===== src/rtl/regfile_wb_arbiter.sv =====
// Writeback arbiter for the single register-file write port, with a pending-write scoreboard.
// Define REGFILE_WB_FWD_EN to add write-cycle forwarding outputs (fwdN_valid/fwdN_data).
//
// state  | meaning
// PRIO_A | A wins contention; B's consecutive denials are counted in r_wait_cnt
// PRIO_B | B starved MAX_WAIT cycles; B wins, A only when B idle
module regfile_wb_arbiter #(
  parameter int ADDR_W   = 5,
  parameter int DATA_W   = 32,
  parameter int MAX_WAIT = 3
) (
  input  logic              clk,
  input  logic              rst_n,
  input  logic              a_valid,
  output logic              a_ready,
  input  logic [ADDR_W-1:0] a_addr,
  input  logic [DATA_W-1:0] a_data,
  input  logic              b_valid,
  output logic              b_ready,
  input  logic [ADDR_W-1:0] b_addr,
  input  logic [DATA_W-1:0] b_data,
  input  logic              reserve_valid,
  input  logic [ADDR_W-1:0] reserve_addr,
  input  logic [ADDR_W-1:0] read_addr1,
  input  logic [ADDR_W-1:0] read_addr2,
  output logic              busy1,
  output logic              busy2,
  output logic              reg_write,
  output logic [ADDR_W-1:0] write_addr,
  output logic [DATA_W-1:0] write_data
`ifdef REGFILE_WB_FWD_EN
  ,
  output logic              fwd1_valid,
  output logic              fwd2_valid,
  output logic [DATA_W-1:0] fwd1_data,
  output logic [DATA_W-1:0] fwd2_data
`endif
);

  localparam int NREG = 2 ** ADDR_W;
  localparam logic [3:0] LP_MAX_WAIT = 4'(MAX_WAIT);

  typedef enum logic {PRIO_A, PRIO_B} state_t;

  state_t            r_state, w_state_nxt;
  logic [3:0]        r_wait_cnt, w_wait_nxt;
  logic [NREG-1:0]   r_pend, w_pend_nxt;
  logic              r_reg_write;
  logic [ADDR_W-1:0] r_write_addr;
  logic [DATA_W-1:0] r_write_data;

  logic              w_a_ready, w_b_ready, w_acc;
  logic [ADDR_W-1:0] w_acc_addr;
  logic [DATA_W-1:0] w_acc_data;
  logic              w_inflight1, w_inflight2;

  always_ff @(posedge clk or negedge rst_n) begin
    if (!rst_n) begin
      r_state    <= PRIO_A;
      r_wait_cnt <= '0;
    end else begin
      r_state    <= w_state_nxt;
      r_wait_cnt <= w_wait_nxt;
    end
  end

  always_comb begin
    w_a_ready   = 1'b0;
    w_b_ready   = 1'b0;
    w_state_nxt = r_state;
    w_wait_nxt  = '0;
    case (r_state)
      PRIO_A: begin
        w_a_ready = a_valid;
        w_b_ready = b_valid && !a_valid;
        // Switch on the edge where the count reaches MAX_WAIT, so B wins the next cycle
        if (b_valid && !w_b_ready) begin
          if ((r_wait_cnt + 4'd1) >= LP_MAX_WAIT) begin
            w_wait_nxt  = LP_MAX_WAIT;
            w_state_nxt = PRIO_B;
          end else begin
            w_wait_nxt = r_wait_cnt + 4'd1;
          end
        end
      end
      PRIO_B: begin
        w_b_ready   = b_valid;
        w_a_ready   = a_valid && !b_valid;
        w_state_nxt = PRIO_A;
      end
      default: w_state_nxt = PRIO_A;
    endcase
  end

  assign a_ready    = w_a_ready;
  assign b_ready    = w_b_ready;
  assign w_acc      = w_a_ready || w_b_ready;
  assign w_acc_addr = w_a_ready ? a_addr : b_addr;
  assign w_acc_data = w_a_ready ? a_data : b_data;

  always_ff @(posedge clk or negedge rst_n) begin
    if (!rst_n) begin
      r_reg_write  <= 1'b0;
      r_write_addr <= '0;
      r_write_data <= '0;
    end else begin
      r_reg_write <= w_acc && (w_acc_addr != '0);
      if (w_acc) begin
        r_write_addr <= w_acc_addr;
        r_write_data <= w_acc_data;
      end
    end
  end

  // Set after clear: a same-cycle reservation is a newer producer and must stay pending
  always_comb begin
    w_pend_nxt = r_pend;
    if (w_acc) w_pend_nxt[w_acc_addr] = 1'b0;
    if (reserve_valid) w_pend_nxt[reserve_addr] = 1'b1;
    w_pend_nxt[0] = 1'b0;
  end

  always_ff @(posedge clk or negedge rst_n) begin
    if (!rst_n) r_pend <= '0;
    else        r_pend <= w_pend_nxt;
  end

  assign reg_write  = r_reg_write;
  assign write_addr = r_write_addr;
  assign write_data = r_write_data;

  assign w_inflight1 = r_reg_write && (r_write_addr == read_addr1);
  assign w_inflight2 = r_reg_write && (r_write_addr == read_addr2);

`ifdef REGFILE_WB_FWD_EN
  assign fwd1_valid = w_inflight1 && (read_addr1 != '0);
  assign fwd2_valid = w_inflight2 && (read_addr2 != '0);
  assign fwd1_data  = r_write_data;
  assign fwd2_data  = r_write_data;
  assign busy1 = r_pend[read_addr1] && !w_inflight1 && (read_addr1 != '0);
  assign busy2 = r_pend[read_addr2] && !w_inflight2 && (read_addr2 != '0);
`else
  // The regfile read only reflects a write the cycle after reg_write
  assign busy1 = (r_pend[read_addr1] || w_inflight1) && (read_addr1 != '0);
  assign busy2 = (r_pend[read_addr2] || w_inflight2) && (read_addr2 != '0);
`endif

endmodule

===== config.mk =====
export PLATFORM = sky130hd
export DESIGN_NAME = regfile_wb_arbiter
export DESIGN_NICKNAME = d
export VERILOG_FILES = /design/src/rtl/regfile_wb_arbiter.sv
export SDC_FILE = /design/constraint.sdc
export NUM_CORES = 1
export LEC_CHECK = 0
export CORE_MARGIN = 2
export CORE_UTILIZATION = 46
export CTS_CLUSTER_SIZE = 12
export DETAILED_ROUTE_END_ITERATION = 6
export MAX_ROUTING_LAYER = met4
export PLACE_DENSITY_LB_ADDON = 0.2
export SYNTH_ARGS = -nofsm -noshare
export SYNTH_HDL_FRONTEND = slang
export SYNTH_SLANG_ARGS = --single-unit

===== constraint.sdc =====
create_clock -name clk -period 2.7 [get_ports clk]
set_clock_uncertainty 0.1 [all_clocks]
set_input_delay 0.54 -clock clk [delete_from_list [all_inputs] [get_ports clk]]
set_output_delay 0.54 -clock clk [all_outputs]
set_load 0.03 [all_outputs]

Word-level counts from Yosys, hierarchy flattened
Cells that the tools add are included.

Register bits after elaboration: 74. Input port bits: 94. Output and inout bits: 42. Logic and storage cells: 59.

Add/subtract/negate cells: 1. $lt $le $gt $ge: 7. Equal/unequal tests: 2. Multiplexer cells: 20. Bitwise gates (word level): 4. Reduce and logical (&&, ||, !) cells: 19.

Operators with widths (count): $mux 32 (3); $and 32x32->32 (1); $not 32->32 (1); $or 32x32->32 (1); $lt 5x6->1 const B (4); $reduce_bool 5->1 (3); $mux 4 (3); $bmux 1 s5 (2); $demux 1 s5 (2); $eq 5x5->1 (2); $ge 5x1->1 const B (2); $logic_and 1x1->1 (10); $mux 1 (6); $pmux 1 s2 (3); $mux 5 (1); $add 4x1->4 const B (1); $ge 4x2->1 const B (1); $logic_not 1->1 (3); $logic_or 1x1->1 (3); $not 1->1 (1).

Depth between registers and ports, before layout
Word-level depth: 13. Mapped depth: 7. Depth with buffers taken out: 6.

Worst setup path before layout
No wires, ideal clock.

Path kind: in2out. Start point: in read_addr2[1]. End point: out busy2. Data arrival time: 2.119 ns. Slack: -0.059 ns. Stages: 6. Buffers on the path: 1. Cells stage by stage: clkbuf_1 xor2_1 nor4_1 and3_1 nor3_2 a211oi_1.

Longest elaborated chain between the ends: 4. Elaborated cells on any way between the ends: 7.

RTL lines: start, declared (RTL line 25) `input logic [ADDR_W-1:0] read_addr2,`; $bmux 1 s5 / $eq 5x5->1 (equally long branches) (RTL line 145, 133); $mux 1 (implied by the code) / $logic_and 1x1->1 (equally long branches) (RTL line 145, 133); $logic_or 1x1->1 (RTL line 145) `assign busy2 = (r_pend[read_addr2] || w_inflight2) && (read_addr2 != '0);`; $logic_and 1x1->1 (*) (RTL line 145); end, declared (RTL line 27) `output logic busy2,`.

Every way passes the cells marked *; elsewhere a longest branch is shown, timed or not. The select of a mux whose other input is x is not followed.

Worst setup path after layout
Start point: reg r_pend[14]. End point: out busy2.

Longest elaborated chain between the ends: 4.

RTL lines: start, declared (RTL line 47) `logic [NREG-1:0] r_pend, w_pend_nxt;`; start signal, assigned (RTL line 125) `else r_pend <= w_pend_nxt;`; $bmux 1 s5 (RTL line 145); $mux 1 (implied by the code) (RTL line 145); $logic_or 1x1->1 (RTL line 145); $logic_and 1x1->1 (RTL line 145).

No other way between the ends. The select of a mux whose other input is x is not followed.

==> qor.json <==
{
  "final_core_area_utilization_pct": 69.0,
  "fmaxAchievable_mhz": 369,
  "initial_antenna_violation_count": 0,
  "critical_path.cell_chain": "mux4_2, mux4_2, nor3_2, a211oi_2, buf_4",
  "cp_common_cell": "mux4_2",
  "grt_overflow_total": 0,
  "final_area_sq_mm": 0.00593,
  "cts-buffers-inserted": 9,
  "regToRegSetupSlack_ns": 0.73,
  "area_growth_syn_to_layout_pct": 48.0,
  "mostFrequentLayoutCells": "123 x clkdlybuf4s50_1, 83 x nand2_1, 74 x dfrtp_1, 63 x o21ai_0, 47 x nor2_1",
  "areal_power_density_over_the_cells_mw_per_mm2": 581,
  "place_worst_setup_slack_ns": -0.937,
  "synth_enable_flop_cells": 0,
  "final_min_period_over_clock_period_pct": 100,
  "cp-start-kind": "flip-flop",
  "grt_setup_unrepaired": "true",
  "timing.hold.worst_endpoint": "r_wait_cnt[0]",
  "power_leakage_nw": 2.53,
  "post_dp_cell_area_sq_mm": 0.00566,
  "cp_data_required_time_ns": 2.06,
  "synth-warning-count": 0,
  "outcome": "finished, violations left",
  "cts_root_buffer": "clkbuf_8",
  "worst_ir_drop_vdd_uv": 255,
  "clkTransAtPathRegs_ns": 0.09,
  "cap_violations": 0,
  "grt.total_usage_pct": 26.6,
  "post_synth.cell_area_avg_sq_um": 9.24,
  "min_from": "r_wait_cnt[0]",
  "core_sq_mm": 0.00859,
  "hold_depth": 1,
  "routed_wire_length_per_instance_microns": 16.9,
  "grt_max_degree": 37,
  "antennaDiodeCount": 0,
  "finalSetupTns_ns": -0.00906,
  "first_global_vias": 4054,
  "h-tree-depth": 3,
  "clock_path_buffers": 2,
  "r2r_end": "r_pend[21]",
  "clock_tree_from_tritoncts": "yes",
  "crit_path_max_incr_delay_ns": 0.48,
  "criticalPathCategory": "reg -> out",
  "hold_class": "reg -> reg",
  "antenna_left": 0,
  "route.detailed.drc": 0,
  "dieArea_sq_mm": 0.00948,
  "endpoint_arrival_time_on_the_critical_path_ns": 2.07,
  "worstSetupEndpointType": "primary output",
  "timing_max_transition_violations_final": 0,
  "ys_dominant_reg_cell": "dfrtp_1",
  "floorplan.die.height_microns": 97.4,
  "synth-seq-cells": 74,
  "die_width_microns": 97.4,
  "nNetsFinal": 694,
  "worst_pin_slew_ns": 0.687,
  "fin_crit_ns": 2.71,
  "timing.reg2reg.worst_path_depth": 7,
  "dp_hpwl_mm": 9.05,
  "yosys.cell_types.count": 42,
  "syn_area_sq_mm": 0.00401,
  "hold_viol_final": 0,
  "synth.yosys.seq_area_share_pct": 46.2,
  "post_route_cells_drive_above_1_share_pct": 14.6,
  "clock-sinks": 74,
  "count_of_final_setup_violators": 1,
  "timing.rr.start": "r_state",
  "routed_wl_mm": 12.0,
  "detailed_route_iter0_violations": 271,
  "first_pass_iters": 5,
  "postSynthCellCount": 434,
  "asyncSetResetFlopFracSynth_pct": 100,
  "floorplan.io_pins": 136,
  "gpl.final_weighted_congestion": 0.934,
  "timing.critical_path.fanout_max": 3,
  "finalHoldWorstSlack_ns": 0.411,
  "placement.io_buffers": 135,
  "viasPerCell": 5.61,
  "cp_slowest_cell": "mux4_2",
  "final_critical_path_setup_slack_ns": -0.00906,
  "wire_length_of_the_first_global_routing_pass_mm": 19.7,
  "placementRows": 34,
  "route.vias.total": 3988,
  "max_slew_margin_pct": 53.9,
  "layout_commonest_cell": "clkdlybuf4s50_1",
  "clk_lat_worst_skew_ns": 0.34,
  "floorplan.initialDensity_pct": 46.7,
  "failed_checks": "negative setup slack"
}
-- worst max-delay path by stage --
| stage | start | end | slack, ns | depth (start not counted) |
|---|---|---|---|---|
| after global routing | r_pend[15] | busy2 | -0.07 | 5 |
| after CTS | r_pend[15] | busy2 | -0.03 | 5 |
| final | r_pend[14] | busy2 | -0.009 | 5 |
| after floorplan | read_addr1[1] | busy1 | 0.07 | 6 |
| after detailed placement | read_addr2[0] | busy2 | -0.94 | 8 |
| after global placement | read_addr2[0] | busy2 | -0.88 | 6 |
-- where the power goes --
part           leakage, nW  total, mW  internal (mW)  switching (mW)
clock network        0.103      0.863          0.450           0.414
registers            0.880       1.47           1.31           0.167
logic                 1.55       1.11          0.564           0.549
-- Yosys cell counts, types with 6 or more instances --
library cell | count | share of area, %
nand2_1 | 83 | 7.8
dfrtp_1 | 74 | 46
o21ai_0 | 64 | 8.0
nor2_1 | 47 | 4.4
a31oi_1 | 39 | 6.1
mux2i_1 | 13 | 3.2
clkbuf_1 | 12 | 1.1
mux4_2 | 10 | 5.6
xor2_1 | 9 | 2.0
nand2b_1 | 7 | 1.1
buf_2 | 6 | 0.75
nand3b_1 | 6 | 1.1
-- area by class of cell --
| type | count | area [sq um] |
|---|---|---|
| clock buffer | 11 | 141 |
| tap | 108 | 135 |
| timing repair buffer | 173 | 1660 |
| multi-input combinational | 334 | 2070 |
| inverter | 6 | 22.5 |
| clock inverter | 5 | 53.8 |
| sequential | 74 | 1850 |
| fill | 697 | 2660 |
-- per-layer routing --
layer / vias to the layer above / global-route usage (%) / part of all wire [%]
met5: - / - / 0
met4: 0 / 9.51 / 1.8
met3: 21 / 4.82 / 7.3
met2: 185 / 42.3 / 49
met1: 1906 / 34.5 / 42
li1: 1876 / - / -
-- registers in the layout, indices dropped and copies added (netlist names) --
name / count
write_data: 32
r_pend: 31
write_addr: 5
r_wait_cnt: 4
r_state: 1
reg_write: 1
-- worst max-delay path, delay by kind of cell (launching register included) --
family | cells | cell delay, ns
buf+inv | 1 | 0.17
mux | 2 | 0.94
simple gates | 1 | 0.14
compound gates | 1 | 0.05
flops | 1 | 0.42
-- cells by family after synthesis --
logic type	share of synthesized area, %
AND/OR/NAND/NOR	19.0
adder cells (fa/ha/maj)	0.624
buffers and inverters	3.28
multiplexers	11.4
AO/OA/AOI/OAI	17.0
flip-flops	46.2
XOR/XNOR	2.40
other	0.0935
-- through the flow --
step | total power [mW] | std cells
2_1_floorplan | 2.03 | 435
3_3_place_gp | 2.54 | 691
3_5_place_dp | 2.57 | 691
4_1_cts | 3.44 | 711
5_1_grt | 3.62 | 711
6_report | 3.45 | 711
-- timing repair --
| action | in CTS | in global routing |
|---|---|---|
| pin swaps | 2 | 10 |
| gates cloned | 1 | 0 |
| resized for setup | 23 | 10 |
| endpoints found under the hold margin | 14 | 0 |
| endpoints found under the setup margin | 2 | 2 |
| hold buffers | 1 | 0 |
| buffers inserted | 2 | 0 |
(Power assumes the default switching activity.)
